`src/rtl/chg_recorder_pkg.sv`:
```
// Shared types and helpers for the change recorder.
package chg_recorder_pkg;

  typedef enum logic {
    INIT  = 1'b0,
    ARMED = 1'b1
  } state_t;

  // Ceiling log2 for elaboration-time width calculations.
  function automatic int unsigned clog2(input int unsigned value);
    int unsigned r;
    r = 0;
    while ((64'(1) << r) < 64'(value)) r = r + 1;
    return r;
  endfunction

endpackage

```
`src/rtl/chg_recorder_if.sv`:
```
// Event stream from the recorder to its consumer, plus occupancy/status.
interface chg_recorder_if #(
  parameter int unsigned TS_W    = 16,
  parameter int unsigned LEVEL_W = 3
);
  logic              evt_valid;
  logic              evt_ready;
  logic              evt_value;
  logic [TS_W-1:0]   evt_time;
  logic [LEVEL_W-1:0] level;
  logic              overflow;

  modport master (
    output evt_valid, evt_value, evt_time, level, overflow,
    input  evt_ready
  );

  modport slave (
    input  evt_valid, evt_value, evt_time, level, overflow,
    output evt_ready
  );
endinterface

```
`src/rtl/chg_fifo.sv`:
```
// First-word fall-through FIFO; full/empty derived from the occupancy count.
module chg_fifo
  import chg_recorder_pkg::*;
#(
  parameter  int unsigned WIDTH = 17,
  parameter  int unsigned DEPTH = 4,
  localparam int unsigned PW    = clog2(DEPTH),
  localparam int unsigned LW    = clog2(DEPTH) + 1
) (
  input  logic             clock,
  input  logic             reset_n,
  input  logic             push,
  input  logic             pop,
  input  logic [WIDTH-1:0] wdata,
  output logic [WIDTH-1:0] rdata,
  output logic             full,
  output logic             empty,
  output logic [LW-1:0]    level
);

  logic [WIDTH-1:0] mem [DEPTH];
  logic [PW-1:0]    wr_ptr;
  logic [PW-1:0]    rd_ptr;
  logic [LW-1:0]    count;
  logic             pop_ok_c;
  logic             push_ok_c;

  assign full      = (count == LW'(DEPTH));
  assign empty     = (count == '0);
  assign level     = count;
  assign rdata     = mem[rd_ptr];
  assign pop_ok_c  = pop & ~empty;
  // A pop at the same edge frees the slot a full FIFO would otherwise lack.
  assign push_ok_c = push & (~full | pop_ok_c);

  always_ff @(posedge clock or negedge reset_n) begin
    if (!reset_n) begin
      wr_ptr <= '0;
      rd_ptr <= '0;
      count  <= '0;
    end else begin
      if (push_ok_c) wr_ptr <= wr_ptr + PW'(1);
      if (pop_ok_c)  rd_ptr <= rd_ptr + PW'(1);
      case ({push_ok_c, pop_ok_c})
        2'b10:   count <= count + LW'(1);
        2'b01:   count <= count - LW'(1);
        default: count <= count;
      endcase
    end
  end

  // Storage is deliberately not reset; it is unobservable while empty.
  always_ff @(posedge clock) begin
    if (push_ok_c) mem[wr_ptr] <= wdata;
  end

endmodule

```
`src/rtl/chg_recorder.sv`:
```
// Timestamps every change of din and queues {value, time} events.
module chg_recorder
  import chg_recorder_pkg::*;
#(
  parameter int unsigned TS_W  = 16,
  parameter int unsigned DEPTH = 4
) (
  input  logic clock,
  input  logic reset_n,
  input  logic din,
  chg_recorder_if.master evt
);

  state_t          state;
  state_t          state_nxt;
  logic [TS_W-1:0] ts;
  logic            din_q;
  logic            overflow;
  logic            push_c;
  logic            pop_c;
  logic            full;
  logic            empty;
  logic [TS_W:0]   head;

  always_ff @(posedge clock or negedge reset_n) begin
    if (!reset_n) state <= INIT;
    else          state <= state_nxt;
  end

  // INIT only captures the first sample; changes are reported once armed.
  always_comb begin
    state_nxt = state;
    push_c    = 1'b0;
    case (state)
      INIT:    state_nxt = ARMED;
      ARMED:   push_c    = (din != din_q);
      default: state_nxt = INIT;
    endcase
  end

  assign pop_c = ~empty & evt.evt_ready;

  always_ff @(posedge clock or negedge reset_n) begin
    if (!reset_n) begin
      ts       <= '0;
      din_q    <= 1'b0;
      overflow <= 1'b0;
    end else begin
      ts    <= ts + TS_W'(1);
      din_q <= din;
      if (push_c && full && !pop_c) overflow <= 1'b1;
    end
  end

  chg_fifo #(
    .WIDTH (TS_W + 1),
    .DEPTH (DEPTH)
  ) u_fifo (
    .clock   (clock),
    .reset_n (reset_n),
    .push    (push_c),
    .pop     (pop_c),
    .wdata   ({din, ts}),
    .rdata   (head),
    .full    (full),
    .empty   (empty),
    .level   (evt.level)
  );

  assign evt.evt_valid = ~empty;
  assign evt.evt_value = head[TS_W];
  assign evt.evt_time  = head[TS_W-1:0];
  assign evt.overflow  = overflow;

endmodule

```
`src/flat_wrapper.sv`:
```
// flat-port wrapper written by rule: the top's interface ports become plain ports
module chg_recorder_flat import chg_recorder_pkg::*;
#(
  parameter int unsigned TS_W  = 16,
  parameter int unsigned DEPTH = 4
)
  (clock, reset_n, din, evt_evt_valid, evt_evt_value, evt_evt_time, evt_level, evt_overflow, evt_evt_ready);
  chg_recorder_if #(.TS_W(TS_W), .LEVEL_W((clog2(4) + 1))) evt_i ();
  input  logic clock;
  input  logic reset_n;
  input  logic din;
  output wire logic [$bits(evt_i.evt_valid)-1:0] evt_evt_valid;
  output wire logic [$bits(evt_i.evt_value)-1:0] evt_evt_value;
  output wire logic [$bits(evt_i.evt_time)-1:0] evt_evt_time;
  output wire logic [$bits(evt_i.level)-1:0] evt_level;
  output wire logic [$bits(evt_i.overflow)-1:0] evt_overflow;
  input wire logic [$bits(evt_i.evt_ready)-1:0] evt_evt_ready;
  assign evt_evt_valid = evt_i.evt_valid;
  assign evt_evt_value = evt_i.evt_value;
  assign evt_evt_time = evt_i.evt_time;
  assign evt_level = evt_i.level;
  assign evt_overflow = evt_i.overflow;
  assign evt_i.evt_ready = evt_evt_ready;
  chg_recorder #(.TS_W(TS_W), .DEPTH(DEPTH)) u_core (.clock(clock), .reset_n(reset_n), .din(din), .evt(evt_i));
endmodule
```
`config.mk`:
```
export PLATFORM = sky130hd
export DESIGN_NAME = chg_recorder_flat
export DESIGN_NICKNAME = d
export VERILOG_FILES = /design/src/rtl/chg_recorder_pkg.sv /design/src/rtl/chg_recorder_if.sv /design/src/rtl/chg_fifo.sv /design/src/rtl/chg_recorder.sv /design/src/flat_wrapper.sv
export SDC_FILE = /design/constraint.sdc
export NUM_CORES = 1
export LEC_CHECK = 0
export ABC_AREA = 1
export CAP_MARGIN = 25
export CORE_UTILIZATION = 52
export CTS_BUF_LIST = sky130_fd_sc_hd__clkbuf_8 sky130_fd_sc_hd__clkbuf_16
export DETAILED_ROUTE_END_ITERATION = 10
export GPL_ROUTABILITY_DRIVEN = 0
export HOLD_SLACK_MARGIN = 0.06
export PLACE_DENSITY = 0.75
export SYNTH_ARGS = -nofsm -noshare
export SYNTH_HDL_FRONTEND = slang
export SYNTH_SLANG_ARGS = --single-unit
```
`constraint.sdc`:
```
create_clock -name clock -period 2 [get_ports clock]
set_input_delay 0.5 -clock clock [delete_from_list [all_inputs] [get_ports clock]]
set_output_delay 0.5 -clock clock [all_outputs]
set_load 0.005 [all_outputs]
```
# After elaboration in Yosys (flattened, before gate mapping)
# Memories as Yosys holds them, arrays and structs flattened.
# Cells that the tools add are included.
[totals]
ff_bits = 26
ram_bits = 68
input_bits = 4
out_inout_bits = 22
mem_count = 1
[classes]
add_sub_neg = 5
eq_ne = 4
muxes = 4
bitwise = 6
n_reduce_logical = 5
[memory_table]
columns = ["name", "words", "word_bits", "read_ports", "rd_clocked_by_memory_dff", "wr", "line", "text"]
rows = [
  ["u_core.u_fifo.mem", 4, 17, 1, 0, 1, "chg_fifo.sv:21", "logic [WIDTH-1:0] mem [DEPTH];"],
]
[op_table]
columns = ["cell", "n"]
rows = [
  ["16-bit by 1-bit adder with 16-bit output, second input constant", 1],
  ["3-bit case mux with 2 select lines", 1],
  ["2-bit by 1-bit adder with 2-bit output, second input constant", 2],
  ["3-bit by 1-bit adder with 3-bit output, second input constant", 1],
  ["1-bit bitwise AND", 3],
  ["3-bit equality test, second input constant", 1],
  ["3-bit logical NOT", 1],
  ["1-bit two-way mux", 3],
  ["3-bit by 1-bit subtractor with 3-bit output, second input constant", 1],
  ["2-bit by 1-bit equality test with 1-bit output, second input constant", 1],
  ["2-bit equality test, second input constant", 1],
  ["1-bit logical AND", 2],
  ["1-bit inverter", 2],
  ["2-bit nonzero test", 1],
  ["1-bit logical NOT", 1],
  ["1-bit != test", 1],
  ["1-bit OR", 1],
]

# Depth between registers and ports, before layout
[logic_depth]
ltp_word = 8
ltp_mapped = 11
ltp_nobuf = 11

# By module
# A second synthesis with hierarchy kept.
[hier_totals]
cells_unflattened = 346
area_unflattened_um2 = 3995.1
[modules_own_cells]
columns = ["module", "n_inst", "cells_per_inst", "area_per_inst_um2", "seq_area_each_um2"]
rows = [
  ["chg_fifo", 1, 244, 3079.2, 2217.1],
  ["chg_recorder", 1, 102, 915.9, 475.5],
]

# Least setup slack after synthesis
# OpenSTA, ideal clock, no wires.
[synth_path]
kind = "input -> register"
startpoint = "input port din"
endpoint = "memory u_core.u_fifo.mem[1][0] (enable)"
setup_time_ns = 0.391
arrival_ns = 1.629
required_ns = 1.609
setup_slack_ns = -0.020
path_stages = 5
path_cell_list = "nand2_1 -> nand2_1 -> nor2_2 -> nand2_4 -> nor2_1"
[synth_between]
elab_chain_cells = 5
[synth_lines]
columns = ["item", "line", "text"]
rows = [
  ["start, declared", "flat_wrapper.sv:11", "input logic din;"],
  ["1-bit != test", "chg_recorder.sv:36", "ARMED: push_c = (din != din_q);"],
  ["1-bit two-way mux", "chg_recorder.sv:34", "case (state)"],
  ["1-bit bitwise AND", "chg_fifo.sv:34", "assign push_ok_c = push & (~full | pop_ok_c);"],
  ["1-bit two-way mux", "chg_fifo.sv:54", "if (push_ok_c) mem[wr_ptr] <= wdata;"],
  ["1-bit two-way mux (not written as such)", "chg_fifo.sv:54", ""],
  ["end, declared", "chg_fifo.sv:21", ""],
]
# No other way between the ends.

# Worst setup path after layout
[layout_path]
startpoint = "register u_core.u_fifo.rd_ptr[0]"
endpoint = "output port evt_evt_time[7]"
[layout_between]
elab_chain_cells = 1
[layout_lines]
columns = ["item", "line", "text"]
rows = [
  ["start, declared", "chg_fifo.sv:23", "logic [PW-1:0] rd_ptr;"],
  ["start signal, assigned", "chg_fifo.sv:43", "if (pop_ok_c) rd_ptr <= rd_ptr + PW'(1);"],
  ["memory 4 x 17 bit", "--", ""],
  ["end, declared", "flat_wrapper.sv:14", "output wire logic [$bits(evt_i.evt_time)-1:0] evt_evt_time;"],
]
# No other way between the ends.

==> metrics.md <==
| Metric | Value |
|---|---|
| Worst min-delay path startpoint | u_core.evt.overflow$_DFFE_PN0P_ |
| Routed WL per cell | 16.1 um |
| Placed Instances | 435 |
| Area share of the largest cell type after synthesis | 0.535 |
| Final ANT Viol Nets | 0 |
| First-pass GRT wire length | between 10 and 15 mm |
| Synth unique cells | 28 |
| Pre-antenna DRT Iters | 4 |
| Skew final | about 0.015 ns |
| Vias per cell | 5.22 |
| Crit share post-route | 1.02 |
| CTS sink count | between 90 and 100 |
| Max-Cap Viols | 0 |
| EDFF count, synth | 68 |
| Drc violations | 0 |
| Core area | 6940 um2 |
| Post-Syn Nets | 312 |
| Final worst slack | -0.0377 ns |
| Netlist area before placement | approximately 3800 um2 |
| Crit path kind | reg2out |
| Die X | around 88 um |
| PD cells | about 1300 nW/um2 |
| Synth top cells by count | 68 x edfxtp_1, 53 x nor2_1, 34 x o21ai_0 |
| Highest clock rate | just under 0.5 GHz |
| Total congestion overflow | 0 |
| Min Hold Slack | 0.486 ns |
| YS warnings | 0 |
| # hold bufs at CTS | 0 |
| Worst reg2reg path endpoint | u_core.u_fifo.level[2]$_DFFE_PN0P_ |
| Via count | between 2000 and 2500 |
| Worst Setup SP | u_core.u_fifo.rd_ptr[0]$_DFFE_PN0P_ |
| Hpwl dp | between 4 and 5 mm |
| Synth area leaders | edfxtp_1 54%, dfrtp_1 17%, nor2_1 5.2% |
| Syn Inst Count | between 300 and 400 |
| Port-buffer cells | 25 |
| Critical Path Fanout Max | 10 |
| CP endpoint | evt_evt_time[7] |
| CP Capture Type | output port |
| Chip height | ~90 um |
| Initial Utilization | 0.549 |
| Clk buf depth | 2 |
| # diodes | 0 |
| Layout area overhead | 21.9% |
| Reg clk slew, reported paths | approximately 0.10 ns |
| Startpoint types | flip-flop |
| H-tree levels | 3 |
| Leakage | 1.84 nW |
| Failing checks | setup timing |
| Initial antenna violation count | 0 |
| Largest net degree at the start of global routing | 27 |
| Reg2reg setup slack | ~0.37 ns |
| Most common cell in the netlist | edfxtp_1 |
| Final setup vio count | 4 |
| CTS tree | done |
| Nets@finish | between 300 and 400 |
| Non-filler cells, final | roughly 460 |
| Hold Path Depth | 1 |
| Syn avg cell area | between 10 and 15 um2 |
| Vias in the first global route | between 2000 and 2500 |
| Initial DRC Count | 169 |
| Fraction of layout cells with a size suffix above 1 | 0.265 |
| Critical R2R Launch | u_core.din_q$_DFF_PN0_ |
| WP data arrival | about 1.5 ns |
| Worst min path class | reg2reg |
| Synthesized flop and latch total | 94 |
| RSZ-0062 raised after global routing | true |
| Primary FF master, synth | edfxtp_1 |
| Die area | between 7000 and 8000 um2 |
| Fin. Hold Viols | 0 |
| Post-synth top area cell | edfxtp_1 |
| CTS buffer count | 9 |
| Maximum vdd ir drop | roughly 0.64 mV |
| Layout fillers | between 500 and 600 |
| CTS root buffer | clkbuf_8 |
| Final Max Tran Viols | 0 |
| Seq/Total Area, Yosys | 0.706 |
| Design Power | slightly above 6 mW |
| Status | finished, violations left |
| Clock latency on the worst-skew pair | approximately 0.35 ns |
| # IOs | 26 |
| Rows | 30 |
| Routed WL | 7.42 mm |
| Register-to-Register Path Depth | 10 |
| Tmin final | ~2.0 ns |
| Worst endpoint required time | around 1.5 ns |
| GRT Overall Usage | 0.212 |
| Ys async rst share | 0.277 |
## cell families after synthesis
family / synth area share
other cells: 0.000983
buf+inv: 0.0358
simple gates: 0.116
xor+xnor: 0.0410
fa+ha+maj: 0.0217
compound gates: 0.0781
flops: 0.706
## flip-flops by register name, indices dropped and copies added, names as in the netlist
name	cells
u_core.din_q	1
u_core.evt.overflow	1
u_core.state	1
u_core.ts	16
u_core.u_fifo.level	3
u_core.u_fifo.mem	68
u_core.u_fifo.rd_ptr	2
u_core.u_fifo.wr_ptr	2
## critical path, stage by stage (launching register included)
cell and delay [ns]:
dfrtp_1 0.42, inv_2 0.10, buf_6 0.13, buf_12 0.13
nor2_1 0.05, o22ai_1 0.19, buf_2 0.15
## through the flow
| stage | cell area [um2] | setup TNS [ns] | worst slack, ns | utilization |
|---|---|---|---|---|
| global route | 4650 | -0.373 | -0.0839 | 0.669 |
| CTS | 4640 | -0.144 | -0.0460 | 0.668 |
| detailed placement | 4350 | -2.48 | -0.186 | 0.627 |
| finish | 4650 | -0.0983 | -0.0377 | 0.669 |
| global placement | 4350 | -0.0756 | -0.0756 | 0.627 |
| floorplan | 3810 | -1.33 | -0.0196 | - |
## cells in the final DEF, fill, tap and decap left out, types with 6 or more instances in the layout
master            n
xor2_1           13
edfxtp_1         68
buf_6             6
clkdlybuf4s50_1   8
dfrtp_1          23
inv_1            19
o21ai_0           8
buf_4            20
o22ai_1          16
nor2_1           50
o21ai_1          21
nand3_1          10
nand2_1          17
clkbuf_8          9
buf_2            14
## timing repair
item | 4_1_cts | 5_1_grt
pin swaps | 5 | 6
buffers inserted | 8 | 1
setup endpoints to repair | 18 | 14
resized for setup | 101 | 16
gates cloned | 2 | 0
## where the power goes
group          internal, mW  switching [mW]  total (mW)  leakage, nW
sequential             2.33           0.122        2.45        0.960
clock                 0.590           0.668        1.26       0.0964
combinational          1.14            1.20        2.34        0.780
total                  4.05            1.99        6.05         1.84
## worst min-delay path by stage
stage	end	slack, ns
final	u_core.evt.overflow$_DFFE_PN0P_	0.49
after global routing	u_core.u_fifo.rd_ptr[1]$_DFFE_PN0P_	0.53
after CTS	u_core.evt.overflow$_DFFE_PN0P_	0.49
after detailed placement	u_core.evt.overflow$_DFFE_PN0P_	0.46
after global placement	u_core.evt.overflow$_DFFE_PN0P_	0.46
after floorplan	u_core.din_q$_DFF_PN0_	0.20
## area by class of cell
cell class,count,area [um2],area share
multi-input cells,174,1020,0.219
inverters,24,90.1,0.0194
well taps,96,120,0.0258
clock buffers,9,124,0.0266
repair buffers,58,520,0.112
clock inverters,7,80.1,0.0172
flip-flops and latches,94,2700,0.580
## routing by layer
layer	GRT usage	wire, um	vias up
met1	0.273	3080	1164
met4	0.0999	123	0
met5	0	0	-
met2	0.359	3830	70
li1	-	-	1165
met3	0.0283	393	12
(Power assumes the default switching activity.)
